`config.mk`:
```
export PLATFORM = sky130hd
export DESIGN_NAME = mm_host_sequencer
export DESIGN_NICKNAME = d
export VERILOG_FILES = /design/src/rtl/mm_host_sequencer.sv
export SDC_FILE = /design/constraint.sdc
export NUM_CORES = 1
export LEC_CHECK = 0
export ABC_AREA = 1
export CORE_ASPECT_RATIO = 1.1
export CORE_UTILIZATION = 40
export DETAILED_ROUTE_END_ITERATION = 12
export DONT_BUFFER_PORTS = 1
export GPL_ROUTABILITY_DRIVEN = 1
export PLACE_DENSITY_LB_ADDON = 0.3
export SYNTH_ARGS = -nofsm -noshare
export SYNTH_HDL_FRONTEND = slang
export SYNTH_SLANG_ARGS = --single-unit
```
`constraint.sdc`:
```
create_clock -name clk -period 3.55 [get_ports clk]
set_input_delay 0.71 -clock clk [delete_from_list [all_inputs] [get_ports clk]]
set_output_delay 0.71 -clock clk [all_outputs]
set_load 0.05 [all_outputs]
```
`src/rtl/mm_host_sequencer.sv`:
```
`default_nettype none
// +----------------------------------------------------------------+
// | mm_host_sequencer : streams operands into data memory, starts  |
// | core 1, waits for END and streams the result region back out.  |
// | Revision 1.0                                                    |
// +----------------------------------------------------------------+
module mm_host_sequencer #(
  parameter int DATA_W  = 16,
  parameter int ADDR_W  = 16,
  parameter int RD_LAT  = 1,
  parameter int TIMEOUT = 65535
) (
  input  logic              clk,
  input  logic              RESET,
  input  logic              go,
  input  logic [ADDR_W-1:0] cfg_load_base,
  input  logic [15:0]       cfg_load_len,
  input  logic [ADDR_W-1:0] cfg_res_base,
  input  logic [15:0]       cfg_res_len,
  input  logic              in_valid,
  input  logic [DATA_W-1:0] in_data,
  output logic              in_ready,
  output logic [ADDR_W-1:0] current_addr,
  output logic              write_from_tb,
  output logic [DATA_W-1:0] mem_data,
  output logic [1:0]        addr_mux_select,
  output logic [ADDR_W-1:0] ar_in,
  input  logic [DATA_W-1:0] dmem_rd_data,
  output logic              START,
  input  logic              END,
  output logic              out_valid,
  output logic [DATA_W-1:0] out_data,
  input  logic              out_ready,
  output logic              busy,
  output logic              done,
  output logic              error
);

  // The wait counter only has to reach TIMEOUT-1 before it leaves RUN_WAIT.
  localparam int                 c_cnt_w    = (TIMEOUT < 2) ? 1 : $clog2(TIMEOUT);
  localparam logic [c_cnt_w-1:0] c_cnt_last = c_cnt_w'(TIMEOUT - 1);
  localparam logic [2:0]         c_lat_last = 3'(RD_LAT - 1);
  localparam logic [1:0]         c_mux_core = 2'b00;
  localparam logic [1:0]         c_mux_wr   = 2'b01;
  localparam logic [1:0]         c_mux_rd   = 2'b10;

  typedef enum logic [2:0] {
    ST_IDLE       = 3'd0,
    ST_LOAD       = 3'd1,
    ST_RUN_PULSE  = 3'd2,
    ST_RUN_WAIT   = 3'd3,
    ST_READ_ISSUE = 3'd4,
    ST_READ_WAIT  = 3'd5,
    ST_READ_HOLD  = 3'd6,
    ST_DONE       = 3'd7
  } state_t;

  state_t              r_state;
  state_t              w_state_nxt;
  logic [ADDR_W-1:0]   r_load_base;
  logic [15:0]         r_load_len;
  logic [ADDR_W-1:0]   r_res_base;
  logic [15:0]         r_res_len;
  logic [15:0]         r_k;
  logic [15:0]         r_r;
  logic [c_cnt_w-1:0]  r_cnt;
  logic [2:0]          r_lat;
  logic [DATA_W-1:0]   r_out_data;
  logic                r_error;
  logic                r_end_s;
  logic                r_end_p;
  logic                w_end_rise;
  logic                w_capture;
  logic [ADDR_W-1:0]   w_rd_addr;

  assign w_end_rise = r_end_s & ~r_end_p;
  // ISSUE counts as the first latency cycle, so a word costs RD_LAT+1 cycles.
  assign w_capture  = ((r_state == ST_READ_ISSUE) || (r_state == ST_READ_WAIT)) &&
                      (r_lat == c_lat_last);
  assign w_rd_addr  = r_res_base + ADDR_W'(r_r);
  assign busy       = (r_state != ST_IDLE);
  assign out_data   = r_out_data;
  assign error      = r_error;

  always_comb begin
    w_state_nxt     = r_state;
    in_ready        = 1'b0;
    write_from_tb   = 1'b0;
    current_addr    = '0;
    mem_data        = '0;
    addr_mux_select = c_mux_core;
    ar_in           = '0;
    START           = 1'b0;
    out_valid       = 1'b0;
    done            = 1'b0;
    case (r_state)
      ST_IDLE: begin
        if (go) w_state_nxt = (cfg_load_len == 16'd0) ? ST_RUN_PULSE : ST_LOAD;
      end
      ST_LOAD: begin
        addr_mux_select = c_mux_wr;
        in_ready        = 1'b1;
        if (in_valid) begin
          write_from_tb = 1'b1;
          mem_data      = in_data;
          current_addr  = r_load_base + ADDR_W'(r_k);
          if (r_k == r_load_len - 16'd1) w_state_nxt = ST_RUN_PULSE;
        end
      end
      ST_RUN_PULSE: begin
        START       = 1'b1;
        w_state_nxt = ST_RUN_WAIT;
      end
      ST_RUN_WAIT: begin
        if (w_end_rise)
          w_state_nxt = (r_res_len == 16'd0) ? ST_DONE : ST_READ_ISSUE;
        else if (r_cnt == c_cnt_last)
          w_state_nxt = ST_DONE;
      end
      ST_READ_ISSUE: begin
        addr_mux_select = c_mux_rd;
        ar_in           = w_rd_addr;
        w_state_nxt     = w_capture ? ST_READ_HOLD : ST_READ_WAIT;
      end
      ST_READ_WAIT: begin
        addr_mux_select = c_mux_rd;
        ar_in           = w_rd_addr;
        if (w_capture) w_state_nxt = ST_READ_HOLD;
      end
      ST_READ_HOLD: begin
        addr_mux_select = c_mux_rd;
        ar_in           = w_rd_addr;
        out_valid       = 1'b1;
        if (out_ready)
          w_state_nxt = (r_r == r_res_len - 16'd1) ? ST_DONE : ST_READ_ISSUE;
      end
      ST_DONE: begin
        done        = 1'b1;
        w_state_nxt = ST_IDLE;
      end
      default: w_state_nxt = ST_IDLE;
    endcase
  end

  always_ff @(posedge clk or negedge RESET) begin
    if (!RESET) begin
      r_state     <= ST_IDLE;
      r_load_base <= '0;
      r_load_len  <= '0;
      r_res_base  <= '0;
      r_res_len   <= '0;
      r_k         <= '0;
      r_r         <= '0;
      r_cnt       <= '0;
      r_lat       <= '0;
      r_out_data  <= '0;
      r_error     <= 1'b0;
      r_end_s     <= 1'b0;
      r_end_p     <= 1'b0;
    end else begin
      r_state <= w_state_nxt;
      r_end_s <= END;
      r_end_p <= r_end_s;
      case (r_state)
        ST_IDLE: begin
          if (go) begin
            r_load_base <= cfg_load_base;
            r_load_len  <= cfg_load_len;
            r_res_base  <= cfg_res_base;
            r_res_len   <= cfg_res_len;
            r_k         <= '0;
            r_r         <= '0;
            r_error     <= 1'b0;
          end
        end
        ST_LOAD:      if (in_valid) r_k <= r_k + 16'd1;
        ST_RUN_PULSE: r_cnt <= '0;
        ST_RUN_WAIT: begin
          r_cnt <= r_cnt + c_cnt_w'(1);
          if (!w_end_rise && (r_cnt == c_cnt_last)) r_error <= 1'b1;
        end
        ST_READ_ISSUE, ST_READ_WAIT: begin
          if (w_capture) begin
            r_out_data <= dmem_rd_data;
            r_lat      <= '0;
          end else begin
            r_lat <= r_lat + 3'd1;
          end
        end
        ST_READ_HOLD: if (out_ready) r_r <= r_r + 16'd1;
        default: ;
      endcase
    end
  end

endmodule
`default_nettype wire

```
### After elaboration in Yosys (flattened, before gate mapping)

Index checks and enable logic that the tools add are counted.

* mux-type cells: 34
* multiply operators: 0
* shift operators: 0
* order comparisons: 0
* div/mod/pow operators: 0
* bitwise logic cells: 2
* $add $sub $neg: 8
* reductions and logical operators: 21
* equal/unequal tests: 17

Operators with widths (number)
* two-way mux 16 bit: 8
* one-hot mux 16 bit (2 select lines): 3
* adder 16 x 1 -> 16 bit (second input constant): 3
* adder 16 bit: 2
* == test 16 bit: 2
* zero test 16 bit: 2
* subtractor 16 x 1 -> 16 bit (second input constant): 2
* two-way mux 3 bit: 8
* one-hot mux 3 bit (8 select lines): 1
* == test 16 bit (second input constant): 1
* == test 3 bit (second input constant): 4
* != test 2 bit (second input constant): 6
* AND reduction 3 bit: 3
* two-way mux 1 bit: 8
* two-way mux 2 bit: 4
* nonzero test 2 bit: 4
* == test 3 x 2 -> 1 bit (second input constant): 2
* zero test 3 bit: 2
* AND reduction 6 bit: 1
* one-hot mux 2 bit (2 select lines): 1
* AND reduction 2 bit: 2
* adder 3 x 1 -> 3 bit (second input constant): 1
* == test 3 x 1 -> 1 bit (second input constant): 1
* != test 3 bit (second input constant): 1
* other kinds (9): 10

* memories: 0
* flip-flop bits (word level): 137
* word-level logic and storage cells: 95
* bits in latches: 0
* RAM bits: 0
* ROM bits: 0

### Depth between registers and ports, before layout

* word-level depth: 6
* depth in mapped cells: 16
* gate-level depth less buffers: 16

### Worst setup path after synthesis

No wires, ideal clock.

* path kind: reg2out
* from: reg r_state[1]
* to: out current_addr[10]
* path slack: 41 ps
* required time: 2840 ps
* stages on the path, launching flop included: 9
* data arrival time: 2799 ps
* buffers on the path: 1
* cells stage by stage: dfrtp_1 > clkinv_2 > nand2_4 > nor2_4 > nand2_2 > inv_1 > clkbuf_1 > o21ai_0 > a21oi_1

* word-level cells in the longest chain between the ends: 2

RTL lines
* start: declaration: line 58 `state_t r_state;`
* start signal: assignment: line 161 `r_state <= w_state_nxt;`
* == test 3 x 1 -> 1 bit: line 96 `case (r_state)`
* two-way mux 16 bit: line 96
* end: declaration: line 23 `output logic [ADDR_W-1:0] current_addr,`

No other way between the ends.

### Final worst setup path

* from: reg r_r[0]
* to: out ar_in[12]

* word-level cells in the longest chain between the ends: 2

RTL lines
* start: declaration: line 65 `logic [15:0] r_r;`
* start signal: assignment: line 190 `ST_READ_HOLD: if (out_ready) r_r <= r_r + 16'd1;`
* adder 16 bit: line 80 `assign w_rd_addr = r_res_base + ADDR_W'(r_r);`
* two-way mux 16 bit: line 96
* end: declaration: line 27 `output logic [ADDR_W-1:0] ar_in,`

No other way between the ends.

==> impl_metrics.toml <==
[critical_path]
critPathLaunch = "r_r[0]"
critPathArrivalTime_ns = 2.69
slowest_stage = "dfrtp_2"
crit-reg2reg-launch = "r_state[1]"
crit_top_cell = "nand2_1"
critPathRequiredTime_ns = 2.84
worstPathCellList = "ha_1, inv_1, fa_1, inv_1, nand3_1, nand2_1, a21oi_1, o21ai_2, a21boi_1, o21ai_1, nand2_1, nand2_1, nor2_1, buf_4"
worstPathMaxFanout = 7
worstSetupStartpointType = "flop"
critPathMaxStageDelay_ns = 0.46
end_kind = "primary output"
criticalPathCategory = "flop to primary output"

[synth]
synth_ff_type = "dfrtp_1"
synth.area.top_cells = "dfrtp_1 (39%), nand2_1 (19%), nor2_1 (5.8%), ha_1 (5.4%), inv_1 (4.8%)"
synth-compound-area-share_pct = 10.4
synthAdderAreaFrac_pct = 5.81
ys_seq_area_share_pct = 38.6
synth-edff-count = 0
synth_nets = 1400
synth_xor_area_share_pct = 3.91
synth_simple_gate_area_share_pct = 34.6
netlist_instances = 1258
yosys.cell_types.count = 48
synth_seq_cells = 137
synth_warnings = 0
synth_top_family_by_area = "simple AND/OR/NAND/NOR gates"
syn_area_mm2 = 0.00887
syn_area_per_cell_um2 = 7.05
async_flop_share_pct = 100
yosys.area.top_type = "dfrtp_1"
synthMuxAreaShare_pct = 0
synth_top_area_share_pct = 38.6

[sta]
grt_setup_unrepaired = "true"
fin_tns_setup_ns = 0
tightest_slew_ns = 0.924
setup_violations = 0
layout_setup_ws_ns = 0.149
post-route-period-util_pct = 95.8
min_period_ns = 3.40
maxSlewViolCount = 0
hold_ws_ns = -0.0189
worst_slew_margin_rel_pct = 38.1
skew_ns = 0.00855
hold_viol_final = 45
fmax_ghz = 0.294

[global_route]
grt_pass1_wl_um = 36700
grt_pass1_vias = 7345
antenna_found_initial = 0
grt_overflow = 0
grt_max_degree = 138
track_usage_pct = 20.7

[placement]
place_area_mm2 = 0.00957
numPortBuffers = 0
gp_congestion = 0.922
hpwl_um = 17100
dp_slack_ns = 0.295
placed_cells = 1578

[die]
ios = 175
coreArea_mm2 = 0.0215
rows = 56
initial_core_util_pct = 41.2
die_x_um = 144
dieHeight_um = 158
die_area_mm2 = 0.0228

[detailed_routing]
routedWlPerCell_um = 14.2
vias = 8077
drt_iter0_drc = 428
postRouteAntennaNets = 0
via_per_inst = 5.01
routed_wl_um = 23000
drc = 0
drtPass1Iterations = 7

[power_and_ir_drop]
peakVddDrop_uv = 578
p_per_area_mw_per_mm2 = 863
total_leakage_power_nw = 5.15

[layout]
nFillCells = 2161
fin_area_mm2 = 0.0103
num-nets-final = 1451
drive_gt1_share_pct = 10.3
area_growth_pct = 16.2
antenna_cells = 0
fin_cells = 1612

[cts]
clock-sinks = 137
clock-root-buffer = "clkbuf_16"
clk_latency_ns = 0.42
htreeDepth = 4
cts_tree = "done"
path_clk_slew_ns = 0.06
clock_path_buffers = 2
cts_made_buffers = 17

[status]
violations = "hold timing"
status = "finished with violations"

[min_path]
hold_class = "primary input to async pin"

[job]
max_cap_violations = 0
per-layer routing:
metal / part of all wire (%) / GRT usage (%) / up-vias
met5: 0 / 0 / -
met4: 1.5 / 5.72 / 0
met3: 4.9 / 4.90 / 18
met2: 49 / 34.9 / 177
met1: 45 / 26.3 / 3727
li1: - / - / 4155
critical path, delay by kind of cell, from the launching register on:
kind / cells / cell delay (ns)
AO/OA/AOI/OAI: 4 / 0.75
AND/OR/NAND/NOR: 5 / 0.33
flip-flops: 1 / 0.46
adder cells (fa/ha/maj): 2 / 0.40
buffers and inverters: 3 / 0.32
cell type report:
class	instances	area, um2	area share (%)
sequential	137	3430	33.3
tap	290	363	3.52
clock inverter	11	240	2.33
timing repair buffer	60	470	4.56
clock buffer	21	460	4.47
inverter	124	469	4.55
multi-input combinational	969	4870	47.3
cell usage after synthesis (7+ instances only):
cell,count
a21oi_1,71
clkbuf_1,21
dfrtp_1,137
ha_1,38
inv_1,114
nand2_1,438
nand3_1,56
nand3b_1,11
nand4_1,15
nor2_1,137
nor3_1,20
nor4_1,8
o21a_1,7
o21ai_0,67
xnor2_1,16
xor2_1,21
logic make-up after synthesis:
kind of cell    after synthesis
buf+inv                     152
flops                       137
compound gates              171
xor+xnor                     38
fa+ha+maj                    40
simple gates                720
power breakdown:
part | switching (mW) | internal [mW]
clock network | 0.703 | 1.43
registers | 0.795 | 2.07
logic | 2.64 | 1.25
what timing repair did:
item / in CTS / in global routing
setup endpoints to repair: 4 / 7
resized for setup: 4 / 8
hold endpoints to repair: 137 / 137
pin swaps: 1 / 2
buffers inserted: 1 / 1
cell usage in the layout (no fill, tap or decap), drive strengths merged, types with 3 or more instances in the layout:
cell type,Yosys,final
clkbuf,21,21
a21oi,71,71
nand4,15,15
o21ai,71,71
nor2,149,149
o21bai,4,4
o21a,7,7
ha,38,38
nand3b,11,11
a21o,3,3
bufinv,0,7
xnor2,16,16
buf,7,60
or2,5,5
xor2,21,21
inv,120,121
dfrtp,137,137
nor3,24,24
nand3,59,59
nand2,446,446
clkinv,4,6
nor4,8,8
o22ai,3,3
path summary, 6_finish.rpt:
path	cells after the start	endpoint	slack [ns]
min	0	r_res_len[3]	-0.02
max	14	ar_in[12]	0.15
max in group asynchronous	0	r_r[0]	3.38
min reg2reg	0	r_end_p	0.38
min in group clk	0	r_end_s	0.32
max reg2reg	11	r_state[0]	1.13
state kept, by name, indices dropped and copies added (netlist names):
register,flops
r_res_len,16
r_end_p,1
out_data,16
r_r,16
error,1
r_res_base,16
r_end_s,1
r_lat,3
r_load_base,16
r_cnt,16
r_k,16
r_load_len,16
r_state,3
per-stage QoR:
| step | hold WS (ns) | util (%) | total power, mW |
|---|---|---|---|
| detailed placement | 0.370 | 44.5 | 6.77 |
| global placement | 0.371 | 44.5 | 6.69 |
| finish | -0.0189 | 47.9 | 8.89 |
| global route | -0.0415 | 47.9 | 9.54 |
| CTS | -0.0345 | 47.8 | 8.94 |
| floorplan | 0.354 | - | 5.76 |
No activity file was read; power rests on OpenSTA's default activity.
